<file path="src/rtl/pipe_stage_reg_pkg.sv">
// Shared widths, ID/EX control and data field positions, and slot action encoding
// for the parametrised inter-stage pipeline register.
package pipe_pkg;

    localparam int CTRL_W_DEF = 16;
    localparam int DATA_W_DEF = 128;
    localparam int DEPTH_DEF  = 1;
    localparam int CNT_W_DEF  = 16;

    // ID/EX control bundle bit positions
    localparam int ALUSRC_BIT   = 0;
    localparam int ALUOP_LSB    = 1;
    localparam int ALUOP_MSB    = 2;
    localparam int REGDST_BIT   = 3;
    localparam int BRANCH_BIT   = 4;
    localparam int MEMWRITE_BIT = 5;
    localparam int MEMREAD_BIT  = 6;
    localparam int MEMTOREG_BIT = 7;
    localparam int REGWRITE_BIT = 8;

    // Data bundle offsets; the immediate is carried as 16 bits and re-extended downstream
    localparam int RD1_LSB     = 0;
    localparam int RD2_LSB     = 32;
    localparam int PCADD_LSB   = 64;
    localparam int SIGNEXT_LSB = 96;
    localparam int RT_LSB      = 112;
    localparam int RD_LSB      = 117;

    typedef enum logic [1:0] {
        SLOT_LOAD = 2'd0,
        SLOT_HOLD = 2'd1,
        SLOT_KILL = 2'd2
    } slot_act_e;

    // Kill beats hold: a flush must clear control bits even while the pipe is frozen
    function automatic slot_act_e slotAction(input logic isHead, input logic stall,
                                             input logic flush, input logic flushAll);
        slot_act_e act;
        if (flushAll)
            act = SLOT_KILL;
        else if (stall && flush && isHead)
            act = SLOT_KILL;
        else if (stall)
            act = SLOT_HOLD;
        else
            act = SLOT_LOAD;
        return act;
    endfunction

endpackage

</file>
<file path="src/rtl/pipe_stage_reg_if.sv">
// Bundle of hazard controls, incoming instruction, outgoing instruction and event counters.
interface pipe_stage_reg_if
    import pipe_pkg::*;
#(
    parameter int CTRL_W = CTRL_W_DEF,
    parameter int DATA_W = DATA_W_DEF,
    parameter int CNT_W  = CNT_W_DEF
);
    logic              Stall;
    logic              Flush;
    logic              FlushAll;
    logic              ValidIn;
    logic [CTRL_W-1:0] CtrlIn;
    logic [DATA_W-1:0] DataIn;
    logic              ValidOut;
    logic [CTRL_W-1:0] CtrlOut;
    logic [DATA_W-1:0] DataOut;
    logic              Busy;
    logic [CNT_W-1:0]  StallCount;
    logic [CNT_W-1:0]  FlushCount;

    modport master (
        output Stall, Flush, FlushAll, ValidIn, CtrlIn, DataIn,
        input  ValidOut, CtrlOut, DataOut, Busy, StallCount, FlushCount
    );

    modport slave (
        input  Stall, Flush, FlushAll, ValidIn, CtrlIn, DataIn,
        output ValidOut, CtrlOut, DataOut, Busy, StallCount, FlushCount
    );
endinterface

</file>
<file path="src/rtl/pipe_stage_reg_slot.sv">
// One pipeline slot: valid/ctrl/data register with load, hold and kill actions.
// A non-valid slot never carries nonzero control bits.
module pipe_slot
    import pipe_pkg::*;
#(
    parameter int CTRL_W = CTRL_W_DEF,
    parameter int DATA_W = DATA_W_DEF
) (
    input  logic              clk,
    input  logic              reset,
    input  slot_act_e         act_i,
    input  logic              valid_i,
    input  logic [CTRL_W-1:0] ctrl_i,
    input  logic [DATA_W-1:0] data_i,
    output logic              valid_o,
    output logic [CTRL_W-1:0] ctrl_o,
    output logic [DATA_W-1:0] data_o
);
    logic              valid_q, valid_d;
    logic [CTRL_W-1:0] ctrl_q,  ctrl_d;
    logic [DATA_W-1:0] data_q,  data_d;

    always_comb begin
        valid_d = valid_q;
        ctrl_d  = ctrl_q;
        data_d  = data_q;
        case (act_i)
            SLOT_LOAD: begin
                valid_d = valid_i;
                ctrl_d  = valid_i ? ctrl_i : '0;
                data_d  = data_i;
            end
            SLOT_KILL: begin
                valid_d = 1'b0;
                ctrl_d  = '0;
            end
            SLOT_HOLD: ;
            default: ;
        endcase
    end

    always_ff @(posedge clk) begin
        if (reset) begin
            valid_q <= 1'b0;
            ctrl_q  <= '0;
            data_q  <= '0;
        end else begin
            valid_q <= valid_d;
            ctrl_q  <= ctrl_d;
            data_q  <= data_d;
        end
    end

    assign valid_o = valid_q;
    assign ctrl_o  = ctrl_q;
    assign data_o  = data_q;
endmodule

</file>
<file path="src/rtl/pipe_stage_reg.sv">
// Parametrised inter-stage pipeline register: DEPTH slots in series with stall,
// bubble, full flush and saturating stall/flush event counters.
module pipe_stage_reg
    import pipe_pkg::*;
#(
    parameter int CTRL_W = CTRL_W_DEF,
    parameter int DATA_W = DATA_W_DEF,
    parameter int DEPTH  = DEPTH_DEF,
    parameter int CNT_W  = CNT_W_DEF
) (
    input logic             Clk,
    input logic             Reset,
    pipe_stage_reg_if.slave bus
);
    localparam logic [CNT_W-1:0] CNT_MAX = {CNT_W{1'b1}};

    logic [DEPTH-1:0]  slotValid;
    logic [CTRL_W-1:0] slotCtrl [DEPTH];
    logic [DATA_W-1:0] slotData [DEPTH];

    for (genvar k = 0; k < DEPTH; k++) begin : g_slot
        logic              vIn;
        logic [CTRL_W-1:0] cIn;
        logic [DATA_W-1:0] dIn;
        slot_act_e         act;

        // A flush that advances still takes the incoming data, but as a bubble
        if (k == 0) begin : g_head
            assign vIn = bus.ValidIn & ~bus.Flush;
            assign cIn = bus.CtrlIn;
            assign dIn = bus.DataIn;
        end else begin : g_body
            assign vIn = slotValid[k-1];
            assign cIn = slotCtrl[k-1];
            assign dIn = slotData[k-1];
        end

        assign act = slotAction(k == 0, bus.Stall, bus.Flush, bus.FlushAll);

        pipe_slot #(
            .CTRL_W (CTRL_W),
            .DATA_W (DATA_W)
        ) u_slot (
            .clk     (Clk),
            .reset   (Reset),
            .act_i   (act),
            .valid_i (vIn),
            .ctrl_i  (cIn),
            .data_i  (dIn),
            .valid_o (slotValid[k]),
            .ctrl_o  (slotCtrl[k]),
            .data_o  (slotData[k])
        );
    end

    logic [CNT_W-1:0] stallCnt_q, stallCnt_d;
    logic [CNT_W-1:0] flushCnt_q, flushCnt_d;

    always_comb begin
        stallCnt_d = stallCnt_q;
        flushCnt_d = flushCnt_q;
        if (bus.Stall && (stallCnt_q != CNT_MAX))
            stallCnt_d = stallCnt_q + 1'b1;
        if ((bus.Flush || bus.FlushAll) && (flushCnt_q != CNT_MAX))
            flushCnt_d = flushCnt_q + 1'b1;
    end

    always_ff @(posedge Clk) begin
        if (Reset) begin
            stallCnt_q <= '0;
            flushCnt_q <= '0;
        end else begin
            stallCnt_q <= stallCnt_d;
            flushCnt_q <= flushCnt_d;
        end
    end

    assign bus.ValidOut   = slotValid[DEPTH-1];
    assign bus.CtrlOut    = slotCtrl[DEPTH-1];
    assign bus.DataOut    = slotData[DEPTH-1];
    assign bus.Busy       = |slotValid;
    assign bus.StallCount = stallCnt_q;
    assign bus.FlushCount = flushCnt_q;
endmodule

</file>
<file path="src/flat_wrapper.sv">
// flat-port wrapper written by rule: the top's interface ports become plain ports
module pipe_stage_reg_flat import pipe_pkg::*;
#(
    parameter int CTRL_W = CTRL_W_DEF,
    parameter int DATA_W = DATA_W_DEF,
    parameter int DEPTH  = DEPTH_DEF,
    parameter int CNT_W  = CNT_W_DEF
)
  (Clk, Reset, bus_Stall, bus_Flush, bus_FlushAll, bus_ValidIn, bus_CtrlIn, bus_DataIn, bus_ValidOut, bus_CtrlOut, bus_DataOut, bus_Busy, bus_StallCount, bus_FlushCount);
  pipe_stage_reg_if #(.CTRL_W(CTRL_W), .DATA_W(DATA_W), .CNT_W(CNT_W)) bus_i ();
  input logic Clk;
  input logic Reset;
  input wire logic [$bits(bus_i.Stall)-1:0] bus_Stall;
  input wire logic [$bits(bus_i.Flush)-1:0] bus_Flush;
  input wire logic [$bits(bus_i.FlushAll)-1:0] bus_FlushAll;
  input wire logic [$bits(bus_i.ValidIn)-1:0] bus_ValidIn;
  input wire logic [$bits(bus_i.CtrlIn)-1:0] bus_CtrlIn;
  input wire logic [$bits(bus_i.DataIn)-1:0] bus_DataIn;
  output wire logic [$bits(bus_i.ValidOut)-1:0] bus_ValidOut;
  output wire logic [$bits(bus_i.CtrlOut)-1:0] bus_CtrlOut;
  output wire logic [$bits(bus_i.DataOut)-1:0] bus_DataOut;
  output wire logic [$bits(bus_i.Busy)-1:0] bus_Busy;
  output wire logic [$bits(bus_i.StallCount)-1:0] bus_StallCount;
  output wire logic [$bits(bus_i.FlushCount)-1:0] bus_FlushCount;
  assign bus_i.Stall = bus_Stall;
  assign bus_i.Flush = bus_Flush;
  assign bus_i.FlushAll = bus_FlushAll;
  assign bus_i.ValidIn = bus_ValidIn;
  assign bus_i.CtrlIn = bus_CtrlIn;
  assign bus_i.DataIn = bus_DataIn;
  assign bus_ValidOut = bus_i.ValidOut;
  assign bus_CtrlOut = bus_i.CtrlOut;
  assign bus_DataOut = bus_i.DataOut;
  assign bus_Busy = bus_i.Busy;
  assign bus_StallCount = bus_i.StallCount;
  assign bus_FlushCount = bus_i.FlushCount;
  pipe_stage_reg #(.CTRL_W(CTRL_W), .DATA_W(DATA_W), .DEPTH(DEPTH), .CNT_W(CNT_W)) u_core (.Clk(Clk), .Reset(Reset), .bus(bus_i));
endmodule
</file>
<file path="config.mk">
export PLATFORM = sky130hd
export DESIGN_NAME = pipe_stage_reg_flat
export DESIGN_NICKNAME = d
export VERILOG_FILES = /design/src/rtl/pipe_stage_reg_pkg.sv /design/src/rtl/pipe_stage_reg_if.sv /design/src/rtl/pipe_stage_reg_slot.sv /design/src/rtl/pipe_stage_reg.sv /design/src/flat_wrapper.sv
export SDC_FILE = /design/constraint.sdc
export NUM_CORES = 1
export LEC_CHECK = 0
export BUFFER_PORTS_ARGS = -buffer_cell sky130_fd_sc_hd__buf_2
export CAP_MARGIN = 20
export CORE_MARGIN = 2
export CORE_UTILIZATION = 30
export CTS_BUF_LIST = sky130_fd_sc_hd__clkbuf_8
export CTS_CLUSTER_DIAMETER = 200
export DETAILED_ROUTE_END_ITERATION = 7
export GPL_ROUTABILITY_DRIVEN = 1
export PLACE_DENSITY = 0.62
export RECOVER_POWER = 100
export SLEW_MARGIN = 20
export SYNTH_ARGS = -nofsm -noshare
export SYNTH_HDL_FRONTEND = slang
export SYNTH_HIERARCHICAL = 1
export SYNTH_SLANG_ARGS = --single-unit
export TNS_END_PERCENT = 50
</file>
<file path="constraint.sdc">
create_clock -name Clk -period 1.8 [get_ports Clk]
set_input_delay 0.54 -clock Clk [delete_from_list [all_inputs] [get_ports Clk]]
set_output_delay 0.54 -clock Clk [all_outputs]
set_load 0.01 [all_outputs]
</file>
==> out/summary.txt, run 1 <==
======================================================================================================
Unrepaired setup endpoints after global routing                                                     no
Area delta synth->final                                                                          35.0%
Crit Path Category                                                                             reg2reg
Total gr overflow                                                                                    0
Post-synthesis register bit count                                                                  177
Slowest CP cell                                                                           sky130_fd_sc_hd__or4_1
Number of hold violations in the final report                                                        0
Total routed wirelength                                                                       23300 um
Cells along the critical path                                                             ha_1 -> and4_4 -> nand3_4 -> or4_1 -> a21oi_1
First DRT Iteration DRCs                                                                           520
Number of max-slew violations in the final report                                                    0
Count of input and output buffers                                                                  327
Total number of yosys warnings                                                                       6
Count of flip-flops with a built-in enable after synthesis                                           0
Synth cell types                                                                                    49
Setup Viol. Count Final                                                                              0
Netlist area before placement                                                                 7690 um2
Final Critical Period                                                                          1.73 ns
I/O pin count                                                                                      328
Synth Instances                                                                                    848
Most frequent cells in the layout                                                         179 x sky130_fd_sc_hd__clkbuf_1, 177 x sky130_fd_sc_hd__dfxtp_1, 161 x sky130_fd_sc_hd__a21oi_1
Final HPWL from detailed placement                                                            17000 um
Net count after synthesis                                                                         1000
Met2 track demand over resource                                                                  27.4%
Remaining number of nets flagged by the antenna check after routing                                  0
WL per Instance                                                                                15.2 um
FF-to-FF setup slack                                                                           0.07 ns
Power per cell area                                                                         788 nW/um2
Vias per std cell                                                                                 4.96
Die Outline Area                                                                             26900 um2
Element type at the critical path start                                                           flop
Leak                                                                                           3.91 nW
Clock Latency Late Sink                                                                        0.46 ns
Share of synthesized registers carrying an async set or reset                                       0%
Ranking of synthesized cells by area                                                      sky130_fd_sc_hd__dfxtp_1 46%, sky130_fd_sc_hd__or3b_1 15%, sky130_fd_sc_hd__a21oi_1 10%
Die Y                                                                                           164 um
Core area                                                                                    25200 um2
Final #Nets                                                                                       1347
Final cell area excluding filler cells                                                       10400 um2
Worst ir drop on vdd                                                                            371 uV
CTS H-tree depth                                                                                     4
Max-slew headroom                                                                                68.4%
Skew final                                                                                   0.0176 ns
Cts bufs inserted                                                                                   17
Total Routing Usage GR                                                                           16.4%
Detailed Routing Iterations Pass 1                                                                   4
Seq/Total Area, Yosys                                                                            46.1%
Fraction of final layout cells sized beyond drive strength 1                                     22.9%
Critical path required time                                                                    2.20 ns
Maxcap violations                                                                                    0
Routed vias                                                                                       7631
Met3 Track Usage GR                                                                              5.05%
Global route hottest layer                                                                        met2
Critical path peak fanout                                                                            6
Critical path capture point type                                                                  flop
Initial Util                                                                                     30.6%
Count of unresolved DRC violations after routing                                                     0
Clock tree from TritonCTS                                                                          yes
Most common library cell in the layout ignoring fill and taps                             sky130_fd_sc_hd__clkbuf_1
Clock transition at the register clock pins on the worst setup and hold paths after CTS        0.12 ns
Worst Tran Pin Value                                                                          0.471 ns
Fmax achieved                                                                                0.579 GHz
Met1 track utilization from global routing                                                       19.8%
Vias in the first global route                                                                    6991
Ant diodes                                                                                           0
Root Buffer Master                                                                        sky130_fd_sc_hd__clkbuf_8
Dominant register cell in the synthesized netlist                                         sky130_fd_sc_hd__dfxtp_1
Routability congestion estimate                                                                  0.798
Worst min path class                                                                            in2reg
Crit path largest cell delay                                                                   0.48 ns
Die width                                                                                       164 um
Number of buffers inserted for hold repair after clock tree synthesis                                0
Maximum buffer depth of the clock tree                                                               2
Fraction of the cycle the final worst path needs                                                 95.9%
Number of core rows                                                                                 58
Outcome                                                                                   complete, no violations
Sinks on the clock net                                                                             177
Initial antenna violation count                                                                      0
Fraction of post-synthesis cell area in the top cell type by area                                46.1%
Biggest area consumer among synthesized cells                                             sky130_fd_sc_hd__dfxtp_1
Arrival time at the worst endpoint                                                             2.13 ns
Share of the core filled with cells                                                              41.3%
Synthesized area divided by synthesized cell count                                            9.07 um2
Global-route wire length before repair                                                        35500 um
Placed standard-cell area                                                                    10300 um2
Maximum number of pins on one net before global-route repair                                        50
======================================================================================================
report_power, final:
part	switching [mW]	total, mW	internal [mW]	leakage [nW]
logic	0.602	1.14	0.543	2.26
clock network	1.69	2.86	1.17	0.207
registers	0.0896	4.18	4.09	1.45
total	2.38	8.19	5.81	3.91
worst max-delay path: cells and delay by family, from the launching register on:
| kind | cells | cell delay (ns) |
|---|---|---|
| and+or+nand+nor | 3 | 0.85 |
| adders and majority gates | 1 | 0.29 |
| DFF | 1 | 0.39 |
| AOI/OAI and AO/OA | 1 | 0.14 |
sequential cells by signal, summed over array words and instances (netlist names):
signal,cells
u_core/bus.FlushCount,16
u_core/g_slot.u_slot/ctrl_o,16
u_core/g_slot.u_slot/data_o,128
u_core/g_slot.u_slot/valid_o,1
u_core/bus.StallCount,16
cell usage after synthesis (4+ instances only):
| cell | instances |
|---|---|
| sky130_fd_sc_hd__nand4_1 | 7 |
| sky130_fd_sc_hd__or4_1 | 7 |
| sky130_fd_sc_hd__buf_2 | 21 |
| sky130_fd_sc_hd__o21ai_0 | 96 |
| sky130_fd_sc_hd__or3b_1 | 129 |
| sky130_fd_sc_hd__o21ai_1 | 39 |
| sky130_fd_sc_hd__nand3_1 | 8 |
| sky130_fd_sc_hd__clkbuf_2 | 15 |
| sky130_fd_sc_hd__nor2_1 | 15 |
| sky130_fd_sc_hd__nand2_1 | 26 |
| sky130_fd_sc_hd__a21oi_1 | 161 |
| sky130_fd_sc_hd__nand4bb_1 | 16 |
| sky130_fd_sc_hd__o31ai_1 | 9 |
| sky130_fd_sc_hd__xor2_1 | 4 |
| sky130_fd_sc_hd__inv_1 | 7 |
| sky130_fd_sc_hd__dfxtp_1 | 177 |
| sky130_fd_sc_hd__and4_1 | 4 |
| sky130_fd_sc_hd__buf_4 | 5 |
| sky130_fd_sc_hd__nor3_1 | 9 |
| sky130_fd_sc_hd__buf_6 | 5 |
| sky130_fd_sc_hd__or3_1 | 7 |
| sky130_fd_sc_hd__and3_1 | 4 |
| sky130_fd_sc_hd__clkbuf_1 | 35 |
layout make-up:
cell class,count,area (um2)
Tap cell,330,413
Fill cell,2669,14800
Clock buffer,17,234
Inverter,7,26.3
Clock inverter,15,168
Multi-Input combinational cell,580,3720
Timing Repair Buffer,412,2290
Sequential cell,177,3540
cells by family after synthesis:
family | after synthesis | synth area share [%]
xor+xnor | 4 | 0.455
flops | 177 | 46.1
simple gates | 247 | 24.6
mux | 2 | 0.260
compound gates | 325 | 22.5
buf+inv | 91 | 5.76
fa+ha+maj | 2 | 0.325
timing repair:
item,4_1_cts,5_1_grt
buffers inserted,0,0
gates resized for setup,0,3
endpoints found under the setup margin,0,4
layer usage:
| layer | up-vias | part of all wire [%] |
|---|---|---|
| li1 | 3823 | - |
| met1 | 3533 | 43 |
| met2 | 251 | 47 |
| met3 | 24 | 7.9 |
| met4 | 0 | 2.0 |
| met5 | - | 0 |
through the flow:
stage	setup slack [ns]	std cells	hold WS (ns)	setup TNS, ns	total power, mW
6_report	0.0743	1538	0.356	0	8.19
5_1_grt	0.0000816	1538	0.318	0	8.61
4_1_cts	0.0316	1538	0.310	0	8.39
3_5_place_dp	-0.109	1506	0.444	-6.73	5.49
3_3_place_gp	-0.0794	1506	0.440	-2.93	5.47
2_1_floorplan	0.0249	848	0.481	0	4.87
worst paths after layout:
check,from,end,cells after the start
worst max-delay path,u_core/bus.StallCount[1],u_core/bus.StallCount[8],5
worst min-delay path,bus_CtrlIn[5],u_core/g_slot[0].u_slot/ctrl_o[5],3
worst max register to register,u_core/bus.StallCount[1],u_core/bus.StallCount[8],5
worst min register to register,u_core/g_slot[0].u_slot/ctrl_o[4],u_core/g_slot[0].u_slot/ctrl_o[4],2
(Power assumes the default switching activity.)
==> inputs of run 2 (changes only) <==
CORE_UTILIZATION = 45   (was 30)
PLACE_DENSITY = 0.84   (was 0.62)
REMOVE_ABC_BUFFERS = 1   (was unset)
==> out/summary.txt, run 2 (synthesis results as in run 1) <==
======================================================================================================
Delay-heaviest family, CP                                                                 simple AND/OR/NAND/NOR gates
Max-slew headroom                                                                                69.9%
Maximum buffer depth of the clock tree                                                               2
Tightest hold margin                                                                          0.359 ns
Crit path largest cell delay                                                                   0.47 ns
Number of max-slew violations in the final report                                                    0
Global-route wire length before repair                                                        32400 um
Total gr overflow                                                                                    0
Worst ir drop on vdd                                                                            499 uV
Die width                                                                                       135 um
Element type at the critical path start                                                           flop
CP Depth                                                                                             6
Max reg flops                                                                                      128
Slowest CP cell                                                                           sky130_fd_sc_hd__nor4_2
Number of fill cells in the layout                                                                1538
WL per Instance                                                                                14.8 um
I/O pin count                                                                                      328
Initial antenna violation count                                                                      0
Die Outline Area                                                                             18200 um2
Routability congestion estimate                                                                  0.845
Final HPWL from detailed placement                                                            14900 um
Count of input and output buffers                                                                  327
Cts bufs inserted                                                                                   17
Vias per std cell                                                                                 5.39
Final WS setup                                                                               0.0295 ns
Cell count of the worst hold path                                                                    3
Skew final                                                                                   0.0133 ns
Area delta synth->final                                                                          27.9%
Sinks on the clock net                                                                             177
Cells along the critical path                                                             ha_1 -> nand3_1 -> nor4_2 -> buf_4 -> or3_1 -> a21oi_1
Arrival time at the worst endpoint                                                             2.10 ns
Clock Latency Late Sink                                                                        0.44 ns
Core area                                                                                    16600 um2
Vias in the first global route                                                                    6875
Critical path required time                                                                    2.13 ns
Initial Util                                                                                     46.2%
Worst path bufs/invs                                                                                 1
Maxcap violations                                                                                    0
Setup Viol. Count Final                                                                              0
Worst min path class                                                                            in2reg
Source of the critical timing path                                                        u_core/bus.FlushCount[0]
Most common library cell in the layout ignoring fill and taps                             sky130_fd_sc_hd__clkbuf_1
First DRT Iteration DRCs                                                                           451
Worst r2r path cells                                                                                 6
Total routed wirelength                                                                       20600 um
Critical path capture point type                                                                  flop
Total Routing Usage GR                                                                           21.5%
Critical path peak fanout                                                                            4
Most frequent cells in the layout                                                         178 x sky130_fd_sc_hd__clkbuf_1, 176 x sky130_fd_sc_hd__dfxtp_1, 161 x sky130_fd_sc_hd__a21oi_1
Number of hold violations in the final report                                                        0
Fraction of final layout cells sized beyond drive strength 1                                     20.5%
Ant diodes                                                                                           0
Clock tree from TritonCTS                                                                          yes
Startpoint of the most critical hold path                                                 bus_CtrlIn[15]
Unrepaired setup endpoints after global routing                                                    yes
Fmax achieved                                                                                0.565 GHz
Final Critical Period                                                                          1.77 ns
Crit Path Category                                                                             reg2reg
Maximum number of pins on one net before global-route repair                                        89
Routed vias                                                                                       7509
Detailed Routing Iterations Pass 1                                                                   5
Worst Tran Pin Value                                                                          0.448 ns
Startpoint of the lowest-slack register-to-register path                                  u_core/bus.FlushCount[0]
Root Buffer Master                                                                        sky130_fd_sc_hd__clkbuf_8
Remaining number of nets flagged by the antenna check after routing                                  0
Count of unresolved DRC violations after routing                                                     0
CTS H-tree depth                                                                                     4
Die Y                                                                                           135 um
Clock transition at the register clock pins on the worst setup and hold paths after CTS        0.09 ns
Power per cell area                                                                         804 nW/um2
Number of core rows                                                                                 47
Leak                                                                                           3.67 nW
Final #Nets                                                                                       1311
Fraction of the cycle the final worst path needs                                                 98.4%
Worst slack, placed                                                                          -0.132 ns
Number of buffers inserted for hold repair after clock tree synthesis                                0
Outcome                                                                                   complete, no violations
======================================================================================================
run 2: per-stage QoR:
| step | total power, mW | std cells | setup TNS, ns | area, um2 | util [%] |
|---|---|---|---|---|---|
| final | 7.91 | 1392 | 0 | 9840 | 59.1 |
| after global routing | 8.24 | 1392 | -0.208 | 9840 | 59.1 |
| after CTS | 8.06 | 1392 | 0 | 10100 | 61.0 |
| after detailed placement | 5.37 | 1360 | -7.53 | 9760 | 58.7 |
| after global placement | 5.33 | 1360 | -2.60 | 9760 | 58.7 |
| after floorplan | 4.77 | 764 | -966.29 | 7280 | - |
run 2: final timing paths:
| check | slack (ns) | end |
|---|---|---|
| min reg2reg | 0.46 | u_core/g_slot[0].u_slot/ctrl_o[2] |
| max reg2reg | 0.03 | u_core/bus.FlushCount[7] |
| max | 0.03 | u_core/bus.FlushCount[7] |
| min | 0.36 | u_core/g_slot[0].u_slot/ctrl_o[15] |
run 2: what timing repair did:
action                     CTS  global route
buffers inserted             0             0
resized for setup            0             2
setup endpoints to repair    0             4
run 2: final cells by class:
class / count / area (um2) / share of cell area [%]
clock buffers: 18 / 248 / 2.52
multi-input cells: 580 / 3710 / 37.7
inverters: 7 / 26.3 / 0.267
flip-flops and latches: 177 / 3540 / 36.0
well taps: 220 / 275 / 2.80
clock inverters: 14 / 138 / 1.40
repair buffers: 376 / 1900 / 19.3
run 2: power by group:
| group | internal, mW | switching, mW |
|---|---|---|
| clock | 1.27 | 1.42 |
| combinational | 0.470 | 0.570 |
| sequential | 4.09 | 0.0871 |
run 2: routing by layer:
layer	share of wire [%]	track usage [%]
met2	49	36.5
met3	5.9	5.48
met1	42	25.8
met4	3.0	9.12
met5	0	0
run 2: tightest hold or removal path: stages:
cell	delay, ns
sky130_fd_sc_hd__buf_2	0.09
sky130_fd_sc_hd__nand4bb_1	0.08
sky130_fd_sc_hd__a21oi_1	0.05
